$ cat src/rtl/dmem_pkg.sv
// Shared AddrMode codes, sequencer state encoding and mode decode helpers for the
// data-memory arbiter.
package dmem_pkg;

    localparam logic [3:0] MODE_LB   = 4'b0000;
    localparam logic [3:0] MODE_LH   = 4'b0001;
    localparam logic [3:0] MODE_LW   = 4'b0010;
    localparam logic [3:0] MODE_LBU  = 4'b0011;
    localparam logic [3:0] MODE_LHU  = 4'b0100;
    localparam logic [3:0] MODE_SB   = 4'b0101;
    localparam logic [3:0] MODE_SH   = 4'b0110;
    localparam logic [3:0] MODE_SW   = 4'b0111;
    localparam logic [3:0] MODE_IDLE = 4'b1111;

    typedef enum logic [1:0] {
        ST_IDLE   = 2'd0,
        ST_ACCESS = 2'd1,
        ST_RESP   = 2'd2
    } state_t;

    function automatic logic is_store(input logic [3:0] mode);
        return (mode == MODE_SB) || (mode == MODE_SH) || (mode == MODE_SW);
    endfunction

    function automatic logic is_load(input logic [3:0] mode);
        return (mode == MODE_LB) || (mode == MODE_LH) || (mode == MODE_LW) ||
               (mode == MODE_LBU) || (mode == MODE_LHU);
    endfunction

    // Access width in bytes; 0 for IDLE and for illegal codes.
    function automatic logic [2:0] access_size(input logic [3:0] mode);
        case (mode)
            MODE_LB, MODE_LBU, MODE_SB: return 3'd1;
            MODE_LH, MODE_LHU, MODE_SH: return 3'd2;
            MODE_LW, MODE_SW:           return 3'd4;
            default:                    return 3'd0;
        endcase
    endfunction

endpackage

$ cat src/rtl/dmem_rr_select.sv
// Combinational two-way round-robin pick with lock override; one-hot select, zero
// when nothing is valid. Pure logic, no latency, no backpressure of its own.
module dmem_rr_select (
    input  logic [1:0] valid,
    input  logic       last_grant,
    input  logic       lock_held,
    output logic [1:0] sel
);

    always_comb begin
        sel = 2'b00;
        if (lock_held && valid[last_grant]) begin
            sel = last_grant ? 2'b10 : 2'b01;
        end else if (valid == 2'b01) begin
            sel = 2'b01;
        end else if (valid == 2'b10) begin
            sel = 2'b10;
        end else if (valid == 2'b11) begin
            sel = last_grant ? 2'b01 : 2'b10;
        end
    end

endmodule

$ cat src/rtl/dmem_arbiter.sv
// CPU/DMA arbiter and access sequencer for the data memory: 2-cycle latency for every
// request, one request per 2 cycles; requesters hold req_* until req_ready.
module dmem_arbiter
    import dmem_pkg::*;
#(
    parameter int DATA_WIDTH      = 32,
    parameter int ADDR_WIDTH      = 32,
    parameter int ADDR_REAL_WIDTH = 20
) (
    input  logic                       clk,
    input  logic                       rst,
    input  logic [1:0]                 req_valid,
    output logic [1:0]                 req_ready,
    input  logic [1:0][3:0]            req_mode,
    input  logic [1:0][ADDR_WIDTH-1:0] req_addr,
    input  logic [1:0][DATA_WIDTH-1:0] req_wdata,
    input  logic [1:0]                 req_lock,
    output logic [1:0]                 rsp_valid,
    output logic                       rsp_err,
    output logic [DATA_WIDTH-1:0]      rsp_rdata,
    output logic [3:0]                 mem_mode,
    output logic [ADDR_WIDTH-1:0]      mem_addr,
    output logic [DATA_WIDTH-1:0]      mem_wdata,
    input  logic [DATA_WIDTH-1:0]      mem_rdata
);

    state_t                state;
    logic                  last_grant;
    logic                  lock_held;
    logic [3:0]            lat_mode;
    logic [ADDR_WIDTH-1:0] lat_addr;
    logic [DATA_WIDTH-1:0] lat_wdata;
    logic                  lat_port;
    logic                  lat_err;

    logic [1:0]            sel;
    logic                  can_accept;
    logic                  accept;
    logic                  acc_port;
    logic [3:0]            acc_mode;
    logic [ADDR_WIDTH-1:0] acc_addr;
    logic [2:0]            acc_size;
    logic                  acc_err;

    dmem_rr_select u_select (
        .valid      (req_valid),
        .last_grant (last_grant),
        .lock_held  (lock_held),
        .sel        (sel)
    );

    assign can_accept = (state == ST_IDLE) || (state == ST_RESP);
    assign req_ready  = (can_accept && !rst) ? sel : 2'b00;
    assign accept     = |req_ready;

    // Decode the request being accepted this cycle; only meaningful when accept is high.
    always_comb begin
        acc_port = req_ready[1];
        acc_mode = req_mode[acc_port];
        acc_addr = req_addr[acc_port];
        acc_size = access_size(acc_mode);
        acc_err  = 1'b0;
        if (acc_size == 3'd0 && acc_mode != MODE_IDLE) acc_err = 1'b1;
        if (acc_size == 3'd2 && acc_addr[0])           acc_err = 1'b1;
        if (acc_size == 3'd4 && acc_addr[1:0] != 2'b00) acc_err = 1'b1;
        if (acc_addr[ADDR_WIDTH-1:ADDR_REAL_WIDTH] != '0) acc_err = 1'b1;
    end

    always_ff @(posedge clk) begin
        if (rst) begin
            state      <= ST_IDLE;
            last_grant <= 1'b1;
            lock_held  <= 1'b0;
            lat_mode   <= MODE_IDLE;
            lat_addr   <= '0;
            lat_wdata  <= '0;
            lat_port   <= 1'b0;
            lat_err    <= 1'b0;
            rsp_valid  <= 2'b00;
            rsp_err    <= 1'b0;
            rsp_rdata  <= '0;
        end else begin
            case (state)
                ST_IDLE:   if (accept) state <= ST_ACCESS;
                ST_ACCESS: state <= ST_RESP;
                ST_RESP:   state <= accept ? ST_ACCESS : ST_IDLE;
                default:   state <= ST_IDLE;
            endcase

            if (accept) begin
                lat_mode   <= acc_mode;
                lat_addr   <= acc_addr;
                lat_wdata  <= req_wdata[acc_port];
                lat_port   <= acc_port;
                lat_err    <= acc_err;
                last_grant <= acc_port;
                lock_held  <= req_lock[acc_port];
            end else if (can_accept && lock_held && !req_valid[last_grant]) begin
                // Locked owner walked away: release so the other port is not starved.
                lock_held <= 1'b0;
            end

            if (state == ST_ACCESS) begin
                rsp_valid <= lat_port ? 2'b10 : 2'b01;
                rsp_err   <= lat_err;
                rsp_rdata <= (!lat_err && is_load(lat_mode)) ? mem_rdata : '0;
            end else begin
                rsp_valid <= 2'b00;
            end
        end
    end

    // Reset gates the mode combinationally so a store caught mid-ACCESS never commits.
    always_comb begin
        mem_mode  = MODE_IDLE;
        mem_addr  = '0;
        mem_wdata = '0;
        if (state == ST_ACCESS) begin
            mem_addr  = lat_addr;
            mem_wdata = lat_wdata;
            if (!lat_err && !rst) mem_mode = lat_mode;
        end
    end

endmodule

$ cat config.mk
export PLATFORM = sky130hd
export DESIGN_NAME = dmem_arbiter
export DESIGN_NICKNAME = d
export VERILOG_FILES = /design/src/rtl/dmem_pkg.sv /design/src/rtl/dmem_rr_select.sv /design/src/rtl/dmem_arbiter.sv
export SDC_FILE = /design/constraint.sdc
export NUM_CORES = 1
export LEC_CHECK = 0
export CELL_PAD_IN_SITES_DETAIL_PLACEMENT = 0
export CELL_PAD_IN_SITES_GLOBAL_PLACEMENT = 2
export CORE_MARGIN = 3
export CORE_UTILIZATION = 30
export DETAILED_ROUTE_END_ITERATION = 12
export DONT_BUFFER_PORTS = 1
export GPL_TIMING_DRIVEN = 1
export HOLD_SLACK_MARGIN = 0.03
export MAX_ROUTING_LAYER = met4
export PLACE_DENSITY = 0.7
export SLEW_MARGIN = 15
export SYNTH_ARGS = -nofsm -noshare
export SYNTH_HDL_FRONTEND = slang
export SYNTH_SLANG_ARGS = --single-unit
$ cat constraint.sdc
create_clock -name clk -period 2.96 [get_ports clk]
set_input_delay 0.444 -clock clk [delete_from_list [all_inputs] [get_ports clk]]
set_output_delay 0.444 -clock clk [all_outputs]
set_load 0.005 [all_outputs]
After elaboration in Yosys (flattened, before gate mapping)
Memories as Yosys holds them, arrays and structs flattened.
Cells that the tools add are included.
Word-level totals
  flip-flop bits (word level): 109
  memory bits (read-only): 24
  word-level logic and storage cells: 86
  memories kept: 1
Memories
  (name not given): depth 8, width 3, read ports 1, clocked after memory_dff 0, write ports 0, RTL line dmem_pkg.sv:32  | case (mode)
Operators by class
  magnitude comparators: 2
  equal/unequal tests: 13
  multiplexer cells: 33
  bitwise operators: 1
  reductions and logical operators: 25
Operator list (number)
  $mux W32: 7
  $mux W2: 9
  $mux W4: 4
  $reduce_bool A12 Y1: 1
  $mux W1: 11
  $logic_and A1 B1 Y1: 9
  $eq A4 B2 Y1 const B: 2
  $eq A2 B2 Y1 const B: 3
  $pmux W2 S3: 1
  $logic_or A1 B1 Y1: 5
  $eq A2 B1 Y1 const B: 2
  $eq A4 B1 Y1 const B: 1
  $eq A4 B3 Y1 const B: 1
  $logic_not A4 Y1: 1
  $lt A1 B2 Y1 const B: 2
  $ne A4 B4 Y1 const B: 1
  $reduce_bool A2 Y1: 2
  $reduce_or A2 Y1: 2
  $eq A3 B2 Y1 const B: 1
  $eq A3 B3 Y1 const B: 1
  $logic_not A1 Y1: 3
  $logic_not A3 Y1: 1
  $mux W3: 1
  $logic_not A2 Y1: 1
  2 further kinds: 2

Logic depth before layout (Yosys ltp)
An unclocked memory read counts as a cell.
  depth in word-level cells: 16
  gate-level depth with buffers: 11
  depth with buffers taken out: 11

Modules after synthesis
From an unflattened synthesis, not the netlist that was laid out.
Second synthesis, totals
  cells, all modules: 639
  area total of the unflattened synthesis: 5052.3 um^2
By module, submodules not included
  dmem_arbiter: times used 1, cells an instance 635, area each 5027.3 um^2, sequential area each 2182.1 um^2
  dmem_rr_select: times used 1, cells an instance 4, area each 25.0 um^2, sequential area each 0.0 um^2

Worst setup path after synthesis
No wires, ideal clock.
  kind: input -> register
  start: in rst
  end: reg lat_err
  arrival time: 2.205 ns
  data required time: 2.868 ns
  path slack: 0.663 ns
  stages on the path: 10
  path through: nor3b_1 -> o21ai_4 -> inv_2 -> mux2i_1 -> inv_1 -> ha_1 -> nand2_1 -> a31oi_1 -> a211o_1 -> o32ai_1
Between the ends
  cells in the longest elaborated chain, start to end: 13
  elaborated cells on any way between the ends: 23
Ends and longest elaborated chain
  start: declaration: RTL line dmem_arbiter.sv:11  | input logic rst,
  $logic_not A1 Y1 *: RTL line dmem_arbiter.sv:53  | assign req_ready = (can_accept && !rst) ? sel : 2'b00;
  $logic_and A1 B1 Y1 *: RTL line dmem_arbiter.sv:53
  $mux W2 *: RTL line dmem_arbiter.sv:53
  $mux W4 (not written as such) * (2 in series): RTL line dmem_arbiter.sv:59  | acc_mode = req_mode[acc_port];
  named net acc_mode[1]: RTL line dmem_arbiter.sv:40  | logic [3:0] acc_mode;
  $mem_v2 Z8 W3
  $mux W3: RTL line dmem_pkg.sv:32
  $logic_not A3 Y1: RTL line dmem_arbiter.sv:63  | if (acc_size == 3'd0 && acc_mode != MODE_IDLE) acc_err = 1'b1;
  $logic_and A1 B1 Y1: RTL line dmem_arbiter.sv:63
  $mux W1: RTL line dmem_arbiter.sv:63
  $mux W1: RTL line dmem_arbiter.sv:64  | if (acc_size == 3'd2 && acc_addr[0]) acc_err = 1'b1;
  $mux W1 *: RTL line dmem_arbiter.sv:65  | if (acc_size == 3'd4 && acc_addr[1:0] != 2'b00) acc_err = 1'b1;
  $mux W1 *: RTL line dmem_arbiter.sv:66  | if (acc_addr[ADDR_WIDTH-1:ADDR_REAL_WIDTH] != '0) acc_err = 1'b1;
  end signal: assignment: RTL line dmem_arbiter.sv:95  | lat_err <= acc_err;
  end: declaration: RTL line dmem_arbiter.sv:34  | logic lat_err;
Mark *: on every way through the listed nets, which the timed path passes. The rest lies on a longest branch. The select of a mux whose other input is x is not followed.
A chain may end at the register's enable or synchronous reset.

Worst setup path in the final report
  start: reg state[0]
  end: reg lat_err
Between the ends
  cells in the longest elaborated chain, start to end: 14
  elaborated cells on any way between the ends: 25
Ends and longest elaborated chain
  start: declaration: RTL line dmem_arbiter.sv:27  | state_t state;
  start signal: assignment: RTL line dmem_arbiter.sv:86  | ST_RESP: state <= accept ? ST_ACCESS : ST_IDLE;
  $eq A2 B2 Y1 or $logic_not A2 Y1 (tied branches): RTL line dmem_arbiter.sv:52  | assign can_accept = (state == ST_IDLE) || (state == ST_RESP);
  $logic_or A1 B1 Y1 *: RTL line dmem_arbiter.sv:52
  $logic_and A1 B1 Y1 *: RTL line dmem_arbiter.sv:53
  $mux W2 *: RTL line dmem_arbiter.sv:53
  $mux W4 (not written as such) * (2 in series): RTL line dmem_arbiter.sv:59
  named net acc_mode[1]: RTL line dmem_arbiter.sv:40
  $mem_v2 Z8 W3
  $mux W3: RTL line dmem_pkg.sv:32
  $logic_not A3 Y1: RTL line dmem_arbiter.sv:63
  $logic_and A1 B1 Y1: RTL line dmem_arbiter.sv:63
  $mux W1: RTL line dmem_arbiter.sv:63
  $mux W1: RTL line dmem_arbiter.sv:64
  $mux W1 *: RTL line dmem_arbiter.sv:65
  $mux W1 *: RTL line dmem_arbiter.sv:66
Marks and branches as above.

==> summary.txt <==
Post-route minimum period: 2.52 ns
Peak supply drop: 0.000376 V
CP Launch Point: state[0]
Post-synthesis cell type count: 44
Starting DRT DRC Count: 442
Drt wl/cell: 20.2 um
Total number of clock tree sinks: 109
RSZ-0062 raised after global routing: false
Skew final: 0.00719 ns
CTS tree: done
Final wirelength: 14.2 mm
Die width: 132 um
Worst path slowest cell: nor3b_1
Period utilization: 85.0%
Largest net degree at the start of global routing: 116
Worst-Skew Late Latency: 0.35 ns
Clk slew on worst S/H paths: 0.07 ns
Final net count: 663
Max-cap viol count: 0
Pwr dens: 605 nW/um^2
Post-route cell area: 5190 sq um
TritonRoute pass-1 iters: 7
RD Place Congestion: 0.850
Total CTS buffers: 9
Share of layout cells above drive strength 1: 7.33%
Post-synth EDFFs: 0
Critical Path Max Stage Delay: 0.48 ns
H-tree levels: 3
HP Class: in2reg
Status: completed
Top cell type's share of synthesized area: 46.0%
Final Hold Viols: 0
Seq/Total Area, Yosys: 46.0%
Max-slew violations: 0
Ys flop type: dfxtp_1
Gr usage total: 16.2%
Max Clk Rate: 398 MHz
Worst EP arrival: 2.77 ns
Critical Path Sink Type: register
Fin Hold WS: 0.167 ns
Leak: 1.86 nW
# rows: 45
Asr flop ratio synth: 0%
CP Cell Sequence: nor3b_1 > o21ai_4 > inv_2 > mux2i_1 > inv_1 > ha_1 > nand2_1 > a31oi_1 > a211o_1 > o32ai_1
Setup crit start kind: register
Dpl hpwl: 9.87 mm
Drc violations: 0
Worst path required time: 3.21 ns
Area leader, netlist: dfxtp_1
Hold path start: rst
Synth Area per Inst: 9.22 sq um
Resized Gates After CTS: 0
Setup TNS Final: 0 ns
Worst-margin pin slew: 0.758 ns
Antenna viol nets, final: 0
Die ar.: 17,300 sq um
Area Overhead vs Synth: 9.50%
Synth warn: 0
Syn Std Cell Area: 4740 sq um
Final Power: 3.14 mW
Mapped Nets: 691
Critical R2R Launch: state[0]
Postcts setup bufs: 0
Number of global-route vias before repair: 3,988
Placement Cell Area: 4880 sq um
Synthesized flop and latch total: 109
Clk buf depth: 2
CTS root buf: clkbuf_16
Area contributors post-synth: dfxtp_1, a222oi_1, and2_1
Vias per cell: 5.67
Initial antenna violation count: 0
Via count: 3,981
Final setup violation count: 0
Total I/O pin count: 279
Initial Utilization: 30.9%
Worst rel slew slack: 49.3%
Die Span Y: 132 um
Final Non-Filler Cells: 702
Hold_buf cts: 0
Cells after synthesis: 514
Placed cells: 686
CP Max Fanout: 7
Core area: 15,300 sq um
Worst setup path class: reg2reg
Global-route wire length before repair: 22.1 mm
Ant diodes: 0
I/O Buffers: 0
Overflow after GRT: 0
[report_power, final]
group | internal [mW] | total [mW] | switching, mW | leakage (nW)
Combinational | 0.129 | 0.305 | 0.176 | 0.821
Clock | 0.672 | 1.25 | 0.575 | 0.150
Sequential | 1.54 | 1.59 | 0.0469 | 0.889
[cell usage after synthesis (2+ instances only)]
cell type	number
nor4_1	4
buf_1	3
a311oi_1	2
a21oi_1	3
inv_1	8
a211o_1	3
or3b_2	2
a211oi_1	17
mux2i_1	18
nand2b_1	3
a222oi_1	51
buf_2	9
nor2b_1	3
o211ai_1	2
nor3_1	3
nor2_1	105
or4_1	4
o21bai_1	3
clkbuf_1	33
a22oi_1	33
dfxtp_1	109
nand2_1	4
or2_2	2
and2_1	65
o21ai_0	4
ha_1	3
[worst paths after layout]
path / end / depth (start not counted) / slack [ns]
max reg2reg: lat_err / 10 / 0.44
max: lat_err / 10 / 0.44
min: lat_wdata[26] / 1 / 0.17
min reg2reg: rsp_valid[0] / 1 / 0.47
[cells by family after synthesis]
group / count (synthesis) / synth area share (%)
adders and majority gates: 3 / 0.792
AOI/OAI and AO/OA: 125 / 22.9
and+or+nand+nor: 200 / 20.9
muxes: 18 / 3.80
buffers and inverters: 57 / 5.23
DFF: 109 / 46.0
xor gates and xnor gates: 2 / 0.370
[flip-flops by register name (all words and copies together) (netlist names), 2 cells and up]
name and count:
rsp_rdata 32, lat_mode 4, lat_wdata 32, lat_addr 32, state 2, rsp_valid 2
[per-layer routing]
layer  wire length [um]  track usage (%)  part of all wire [%]
met4                323             6.88                   2.3
met2               6700             25.4                    47
met1               5910             19.6                    42
met5                  0                -                     0
met3               1250             4.71                   8.8
[per-stage QoR]
| stage | utilization [%] | worst slack (ns) |
|---|---|---|
| floorplan | - | 0.663 |
| global placement | 31.9 | 0.661 |
| detailed placement | 31.9 | 0.476 |
| CTS | 33.9 | 0.457 |
| global route | 33.9 | 0.199 |
| finish | 33.9 | 0.445 |
[layout make-up]
class                           instances  area [sq um]
Sequential cell                       109          2180
Timing Repair Buffer                    9          67.6
Fill cell                            1592         10100
Multi-Input combinational cell        348          2330
Clock buffer                            9           225
Inverter                                9          33.8
Tap cell                              211           264
Clock inverter                          7          82.6
[worst max-delay path, delay by kind of cell, from the launching register on]
family                     cells  cell delay (ns)
AOI/OAI and AO/OA              4             0.69
adders and majority gates      1             0.23
buffers and inverters          2             0.23
DFF                            1             0.40
muxes                          1             0.31
and+or+nand+nor                2             0.56
[cell usage in the layout, fill, tap and decap left out, types with 3 or more instances in the layout]
cell type | netlist | final
a211o_1 | 3 | 3
a211oi_1 | 17 | 17
a21oi_1 | 3 | 3
a222oi_1 | 51 | 51
a22oi_1 | 33 | 33
and2_1 | 65 | 65
buf_4 | 1 | 9
clkbuf_16 | 0 | 9
dfxtp_1 | 109 | 109
ha_1 | 3 | 3
inv_1 | 8 | 8
mux2i_1 | 18 | 18
nand2_1 | 4 | 4
nand2b_1 | 3 | 3
nor2_1 | 105 | 105
nor3_1 | 3 | 3
nor4_1 | 4 | 4
o21ai_0 | 4 | 4
o21bai_1 | 3 | 3
or4_1 | 4 | 4
Power figures use the tool's default switching activity.
